### src/rtl/prog_loader_pkg.sv
// Shared types and helpers for the boot-time program loader.
package prog_loader_pkg;

  typedef enum logic [2:0] {
    LEN0,
    LEN1,
    DATA,
    CSUM,
    RUN,
    ERR
  } state_e;

  localparam int unsigned HDR_LEN_BYTES  = 2;
  localparam int unsigned CSUM_LEN_BYTES = 1;

  function automatic logic [7:0] xor_update(input logic [7:0] acc, input logic [7:0] b);
    return acc ^ b;
  endfunction

endpackage

### src/rtl/prog_loader_byte_packer.sv
// Gathers accepted bytes LSB-first into 32-bit words; flags the 4th byte of each word.
module byte_packer (
  input  logic        clk,
  input  logic        rst_n,
  input  logic        clear,
  input  logic        byte_en,
  input  logic [7:0]  byte_in,
  output logic [31:0] word,
  output logic        word_ready
);

  logic [31:0] shift_q, shift_d;
  logic [1:0]  cnt_q, cnt_d;

  always_comb begin
    shift_d = shift_q;
    cnt_d   = cnt_q;
    if (clear) begin
      shift_d = '0;
      cnt_d   = '0;
    end else if (byte_en) begin
      shift_d = {byte_in, shift_q[31:8]};
      cnt_d   = cnt_q + 2'd1;
    end
  end

  always_ff @(posedge clk or negedge rst_n) begin
    if (!rst_n) begin
      shift_q <= '0;
      cnt_q   <= '0;
    end else begin
      shift_q <= shift_d;
      cnt_q   <= cnt_d;
    end
  end

  // Word is presented in the same cycle as its last byte so the write register captures it directly.
  assign word       = {byte_in, shift_q[31:8]};
  assign word_ready = byte_en & (cnt_q == 2'd3);

endmodule

### src/rtl/prog_loader.sv
// Framed byte-stream loader: writes words to instruction memory, releases the core on a good checksum.
module prog_loader
  import prog_loader_pkg::*;
#(
  parameter int unsigned ADDR_W = 8
) (
  input  logic              clk,
  input  logic              rst_n,
  input  logic              restart,
  input  logic [7:0]        rx_data,
  input  logic              rx_valid,
  output logic              rx_ready,
  output logic              imem_we,
  output logic [ADDR_W-1:0] imem_addr,
  output logic [31:0]       imem_wdata,
  output logic              core_rst_n,
  output logic              load_done,
  output logic              load_err
);

  localparam logic [16:0] CAPACITY = 17'd1 << ADDR_W;

  state_e            state_q, state_d;
  logic [15:0]       n_q, n_d;
  logic [16:0]       wcnt_q, wcnt_d;
  logic [7:0]        csum_q, csum_d;
  logic              we_q, we_d;
  logic [ADDR_W-1:0] addr_q, addr_d;
  logic [31:0]       wdata_q, wdata_d;

  logic        accept;
  logic [16:0] n_full;
  logic [31:0] pk_word;
  logic        pk_ready;

  assign rx_ready = !restart &&
                    (state_q == LEN0 || state_q == LEN1 || state_q == DATA || state_q == CSUM);
  assign accept   = rx_valid && rx_ready;
  assign n_full   = {1'b0, rx_data, n_q[7:0]};

  byte_packer u_packer (
    .clk        (clk),
    .rst_n      (rst_n),
    .clear      (restart),
    .byte_en    (accept && state_q == DATA),
    .byte_in    (rx_data),
    .word       (pk_word),
    .word_ready (pk_ready)
  );

  always_comb begin
    state_d = state_q;
    n_d     = n_q;
    wcnt_d  = wcnt_q;
    csum_d  = csum_q;
    we_d    = 1'b0;
    addr_d  = addr_q;
    wdata_d = wdata_q;

    if (restart) begin
      state_d = LEN0;
      n_d     = '0;
      wcnt_d  = '0;
      csum_d  = '0;
    end else if (accept) begin
      if (state_q != CSUM) csum_d = xor_update(csum_q, rx_data);
      unique case (state_q)
        LEN0: begin
          n_d     = {8'h00, rx_data};
          state_d = LEN1;
        end
        LEN1: begin
          n_d = n_full[15:0];
          if (n_full > CAPACITY)   state_d = ERR;
          else if (n_full == '0)   state_d = CSUM;
          else                     state_d = DATA;
        end
        DATA: begin
          if (pk_ready) begin
            we_d    = 1'b1;
            addr_d  = wcnt_q[ADDR_W-1:0];
            wdata_d = pk_word;
            wcnt_d  = wcnt_q + 17'd1;
            if (wcnt_q + 17'd1 == {1'b0, n_q}) state_d = CSUM;
          end
        end
        CSUM:    state_d = (rx_data == csum_q) ? RUN : ERR;
        default: state_d = state_q;
      endcase
    end
  end

  always_ff @(posedge clk or negedge rst_n) begin
    if (!rst_n) begin
      state_q <= LEN0;
      n_q     <= '0;
      wcnt_q  <= '0;
      csum_q  <= '0;
      we_q    <= 1'b0;
      addr_q  <= '0;
      wdata_q <= '0;
    end else begin
      state_q <= state_d;
      n_q     <= n_d;
      wcnt_q  <= wcnt_d;
      csum_q  <= csum_d;
      we_q    <= we_d;
      addr_q  <= addr_d;
      wdata_q <= wdata_d;
    end
  end

  assign imem_we    = we_q;
  assign imem_addr  = addr_q;
  assign imem_wdata = wdata_q;
  assign core_rst_n = (state_q == RUN);
  assign load_done  = (state_q == RUN);
  assign load_err   = (state_q == ERR);

endmodule

### config.mk
export PLATFORM = sky130hd
export DESIGN_NAME = prog_loader
export DESIGN_NICKNAME = d
export VERILOG_FILES = /design/src/rtl/prog_loader_pkg.sv /design/src/rtl/prog_loader_byte_packer.sv /design/src/rtl/prog_loader.sv
export SDC_FILE = /design/constraint.sdc
export NUM_CORES = 1
export LEC_CHECK = 0
export BUFFER_PORTS_ARGS = -buffer_cell sky130_fd_sc_hd__buf_2
export CORE_MARGIN = 1
export CORE_UTILIZATION = 37
export DETAILED_ROUTE_END_ITERATION = 8
export REMOVE_ABC_BUFFERS = 1
export SLEW_MARGIN = 0
export SYNTH_ARGS = -nofsm -noshare
export SYNTH_HDL_FRONTEND = slang
export SYNTH_SLANG_ARGS = --single-unit
export TNS_END_PERCENT = 5
### constraint.sdc
create_clock -name clk -period 2.3 [get_ports clk]
set_clock_uncertainty 0.1 [all_clocks]
set_input_delay 0.115 -clock clk [delete_from_list [all_inputs] [get_ports clk]]
set_output_delay 0.115 -clock clk [all_outputs]
set_load 0.01 [all_outputs]
# After elaboration in Yosys (flattened, before gate mapping)
# Cells that the tools add are included.
# totals
ff_bits	119
input_bits	12
out_inout_bits	45
# classes
n_addsub	2
order_cmp	1
n_eq_ne	12
muxes	26
n_bitwise	3
reduce_logical	23
# op_table
cell	n
17-bit two-way mux	4
32-bit two-way mux	2
16-bit two-way mux	2
16-bit case mux with 2 select lines	1
8-bit two-way mux	3
17-bit by 1-bit adder with 17-bit output, second input constant	1
17-bit by 16-bit equality test with 1-bit output	1
17-bit zero test	1
16-bit by 9-bit > comparator with 1-bit output, second input constant	1
3-bit two-way mux	5
3-bit case mux with 4 select lines	1
2-bit nonzero test	6
8-bit equality test	1
4-bit AND reduction	2
8-bit bitwise XOR	1
3-bit by 2-bit equality test with 1-bit output, second input constant	2
3-bit equality test, second input constant	2
1-bit two-way mux	6
3-bit by 2-bit inequality test with 1-bit output, second input constant	2
3-bit AND reduction	2
5-bit nonzero test	1
2-bit two-way mux	2
2-bit AND reduction	2
3-bit by 1-bit equality test with 1-bit output, second input constant	1
11 further kinds	15

# Depth between registers and ports, before layout
# logic_depth
word_depth	12
ltp_mapped	9

# Hierarchy
# From an unflattened synthesis, not the netlist that was laid out.
# unflattened
cells_unflattened	591
hier_area_um2	5446.5
# by_module_without_submodules
mod	n_inst	cells_each	area_each_um2	seq_area_each_um2
prog_loader	1	497	4292.9	2127.0
byte_packer	1	94	1153.6	650.6

# Worst setup path before layout
# No wires, ideal clock.
# synth_path
path_type	reg-to-reg
start	register wcnt_q[0]
end	register state_q[0]
setup_time_ps	128
t_arrival_ps	2240
required_time_ps	2072
path_slack_ps	-168
stages_incl_launch_ff	9
synth_period_minus_slack_ps	2468
path_cell_list	dfrtp_1 -> ha_1 -> nand3_1 -> or2_2 -> nor4_1 -> xnor2_1 -> o211a_1 -> a21boi_2 -> mux2_1
# synth_via
elab_chain_cells	4
# synth_lines
element	line_no	text
start, declared	prog_loader.sv:25	logic [16:0] wcnt_q, wcnt_d;
start signal, assigned	prog_loader.sv:105	wcnt_q <= wcnt_d;
17-bit by 1-bit adder with 17-bit output	prog_loader.sv:84	if (wcnt_q + 17'd1 == {1'b0, n_q}) state_d = CSUM;
17-bit by 16-bit equality test with 1-bit output	prog_loader.sv:84	
3-bit by 2-bit inequality test with 1-bit output (no line)	--	
4-bit AND reduction (no line)	--	
end signal, assigned	prog_loader.sv:103	state_q <= state_d;
end, declared	prog_loader.sv:23	state_e state_q, state_d;
# Every way passes these cells.
# A chain may end at the register's enable or synchronous reset.

# Worst setup path after layout
# layout_path
start	register wcnt_q[0]
end	register state_q[2]
# The elaborated chain is that of the path after synthesis.

==> impl_metrics.csv <==
group,metric,value,unit
final_layout,nNetsFinal,668,
timing,rsz0062_at_grt,"true",
critical_path,worstPathCellList,"nand4_4 > or3_4 > buf_4 > mux2i_1 > a31oi_1 > o211a_1 > a21boi_2 > mux2_4",
cts,cts_buffers,9,
critical_path,crit_path_max_fanout,7,
cts,ctsRootBufferMaster,"clkbuf_16",
floorplanning,io_pins,57,
pwr,p_per_area,589.5,nW/um^2
synthesis,postSynth.asyncResetShare,100.0,%
timing,timing.hold.ws,0.02801,ns
routing,vias_per_cell,5.124,
synthesis,synth_largest_area_cell,"dfrtp_1",
routing,wl_per_cell,15.22,um
critical_path,slowest_delay,0.43,ns
pwr,p_comb_share,7.9,%
placement,placed_area,6088,um^2
synthesis,synth_edf_count,0,
pwr,power_switching,0.9309,mW
placement,hpwl,8.914,mm
status,outcome,"finished, violations left",
pwr,power,3.823,mW
critical_path,worst_setup_path_start_kind,"register",
placement,port_buffers,56,
timing,max_freq,416.8,MHz
routing,wirelength,12.77,mm
routing,drc,0,
cts,htree_levels,3,
timing,period_minus_slack,2.399,ns
synthesis,yosysSeqAreaShare,52.57,%
cts,cts_tree,"built",
routing,dr.pass1.iters,4,
critical_path,critPathArrivalTime,2.54,ns
global_routing,grt_pass1_wl,21.14,mm
pwr,irDropWorstVdd,0.0005828,V
timing,finalCritPeriodShare,104.3,%
global_routing,overflow,0,
placement,place_inst,820,
global_routing,grt_pass1_vias,4138,
final_layout,num_antenna_cells,0,
synthesis,yosys_warnings,0,
synthesis,synth_area,5284,um^2
global_routing,grtUsageTotal,18.65,%
timing,finalHoldViolCount,0,
critical_path,crit_type,"reg2reg",
final_layout,nFillCells,1356,
synthesis,synth_top_area_share,52.57,%
synthesis,yosys_register_bits,111,
final_layout,drive_gt1_share,23.82,%
cts,clock_latency,0.35,ns
timing,maxSlewViolCount,0,
routing,final_antenna_net_count,0,
synthesis,synth_area_leaders,"dfrtp_1 (53%), nand2_1 (10%), o21ai_0 (6.1%)",
timing,setup_viol,3,
cts,clk_path_buf_depth,2,
timing,slew_headroom,54.76,%
global_routing,grt_start_max_net_pins,53,
timing,fin_ws,-0.09919,ns
min_path,holdPathStages,3,
floorplanning,die_y,121.5,um
synthesis,syn_avg_cell_area,9.319,um^2
pwr,internal_power,2.892,mW
critical_path,rr_worst_depth,8,
critical_path,required,2.44,ns
status,violations,"setup timing",
pwr,cellLeakagePower,3.210,nW
placement,gp_congestion,0.8399,
cts,cts_sinks,111,
floorplanning,num_rows,43,
floorplanning,start_util,38.07,%
routing,vias,4299,
global_routing,antenna_found_initial,0,
floorplanning,dieArea,14760,um^2
flow_run,cap_violations,0,
timing,worst_pin_slew,0.6786,ns
synthesis,syn_inst,567,
final_layout,final-seq-area,2780,um^2
routing,drt_iter0_markers,208,
final_layout,layout.cells.non_filler,839,
min_path,hp-class,"in2reg",
critical_path,cp_slowest_cell,"dfrtp_2",
final_layout,design_area,6485,um^2
floorplanning,fp.dieW,121.5,um
pwr,clockPowerShare,39.2,%
synthesis,synth-main-ff-cell,"dfrtp_1",
final_layout,multi_input_area,2424,um^2
pwr,p_seq_share,52.9,%
cts,clkTransAtPathRegs,0.08,ns
critical_path,cp-end-kind,"register",
floorplanning,coreArea,13880,um^2
final_layout,syn_to_final_growth,22.73,%
pwr,power_switching_share,24.35,%
synthesis,synth_cell_types,51,
==> layout make-up <==
class | count | share of cell area (%)
clock buffer | 12 | 3.801
clock inverter | 4 | 0.5788
inverter | 7 | 0.4052
multi-input combinational | 414 | 37.37
sequential | 111 | 42.87
tap | 180 | 3.473
timing repair buffer | 111 | 11.50
==> timing repair <==
action / in CTS / in global routing
gates resized for setup: 10 / 7
hold buffers: 2 / 0
pin swaps: 7 / 0
endpoints found under the setup margin: 3 / 3
hold endpoints to repair: 49 / 0
setup buffers: 1 / 0
==> routing by layer <==
metal	wire length, um	vias to the layer above	track usage [%]
li1	-	2095	-
met2	6067	84	29.79
met1	5969	2106	25.40
met5	0	-	0
met4	232	0	6.096
met3	501	14	3.665
==> final timing paths <==
check,startpoint,slack (ns),end
worst max-delay path,wcnt_q[0],-0.1,state_q[2]
worst max register to register,wcnt_q[0],-0.1,state_q[2]
worst min register to register,imem_addr[2],0.37,imem_addr[2]
worst min-delay path,rx_data[6],0.03,u_packer.shift_q[30]
min in group asynchronous,rst_n,0.23,imem_wdata[15]
max in group asynchronous,rst_n,1.15,wcnt_q[0]
==> registers in the layout, indices dropped and copies added, names as in the netlist <==
register / flops
csum_q: 8
imem_addr: 8
imem_wdata: 32
imem_we: 1
n_q: 16
state_q: 3
u_packer.cnt_q: 2
u_packer.shift_q: 24
wcnt_q: 17
==> Yosys cell counts, types with 3 or more instances <==
cell	number
clkbuf_1	25
dfrtp_1	111
and3_1	3
nor4_1	6
or3_1	3
mux2i_1	3
a22o_1	16
o21ai_0	64
nor3_1	4
xor2_1	9
nand3_1	3
nor2_1	33
nand4_2	3
a31oi_1	3
nand4_1	7
xnor2_1	16
buf_1	4
inv_1	6
buf_2	5
nand2_1	147
nor2b_1	6
mux2_2	9
nand2b_1	34
a21oi_1	7
o31ai_1	5
==> worst max-delay path: cells and delay by family (launching register included) <==
kind                   cells  cell delay (ns)
AO/OA/AOI/OAI              3             0.58
AND/OR/NAND/NOR            2             0.55
multiplexers               2             0.47
flip-flops                 1             0.43
buffers and inverters      1             0.17
==> logic make-up (layout without fill, tap and decap cells) <==
family / after synthesis / count (layout) / share of synthesized area, %
muxes: 14 / 14 / 2.913
adders and majority gates: 2 / 2 / 0.4735
xor gates and xnor gates: 25 / 25 / 4.144
AOI/OAI and AO/OA: 108 / 108 / 13.00
and+or+nand+nor: 265 / 265 / 23.73
buffers and inverters: 42 / 134 / 3.173
DFF: 111 / 111 / 52.57
==> metrics by stage <==
stage	setup slack [ns]	setup TNS (ns)	utilization (%)
final	-0.09919	-0.1989	46.72
after floorplan	-1.758	-77.46	-
after detailed placement	-0.2072	-0.4803	43.86
after CTS	-0.1232	-0.2721	46.48
after global routing	-0.2015	-0.5262	46.72
after global placement	-0.1191	-0.2470	43.86
==> layout by cell type (no fill, tap or decap), types with 3 or more instances in the layout <==
cell type  synthesis  routed
a21oi_1            7       6
a22o_1            16      16
a31oi_1            3       3
and3_1             3       3
buf_12             0       3
buf_2              5      55
buf_4              1      49
clkbuf_16          0       9
dfrtp_1          111     109
inv_1              6       6
mux2_2             9       9
mux2i_1            3       3
nand2_1          147     146
nand2b_1          34      34
nand3_1            3       3
nand4_1            7       7
nor2_1            33      32
nor2b_1            6       6
nor4_1             6       4
o21ai_0           64      64
o31ai_1            5       5
xnor2_1           16      15
xor2_1             9       9
==> power by group through the flow <==
stage	Clock [mW]	Combinational [mW]	Sequential (mW)
2_1_floorplan	0	0.146	2.05
3_3_place_gp	0	0.290	2.06
3_5_place_dp	0	0.296	2.06
4_1_cts	1.54	0.305	2.02
5_1_grt	1.62	0.339	2.03
6_report	1.50	0.303	2.02
Power figures use the tool's default switching activity.
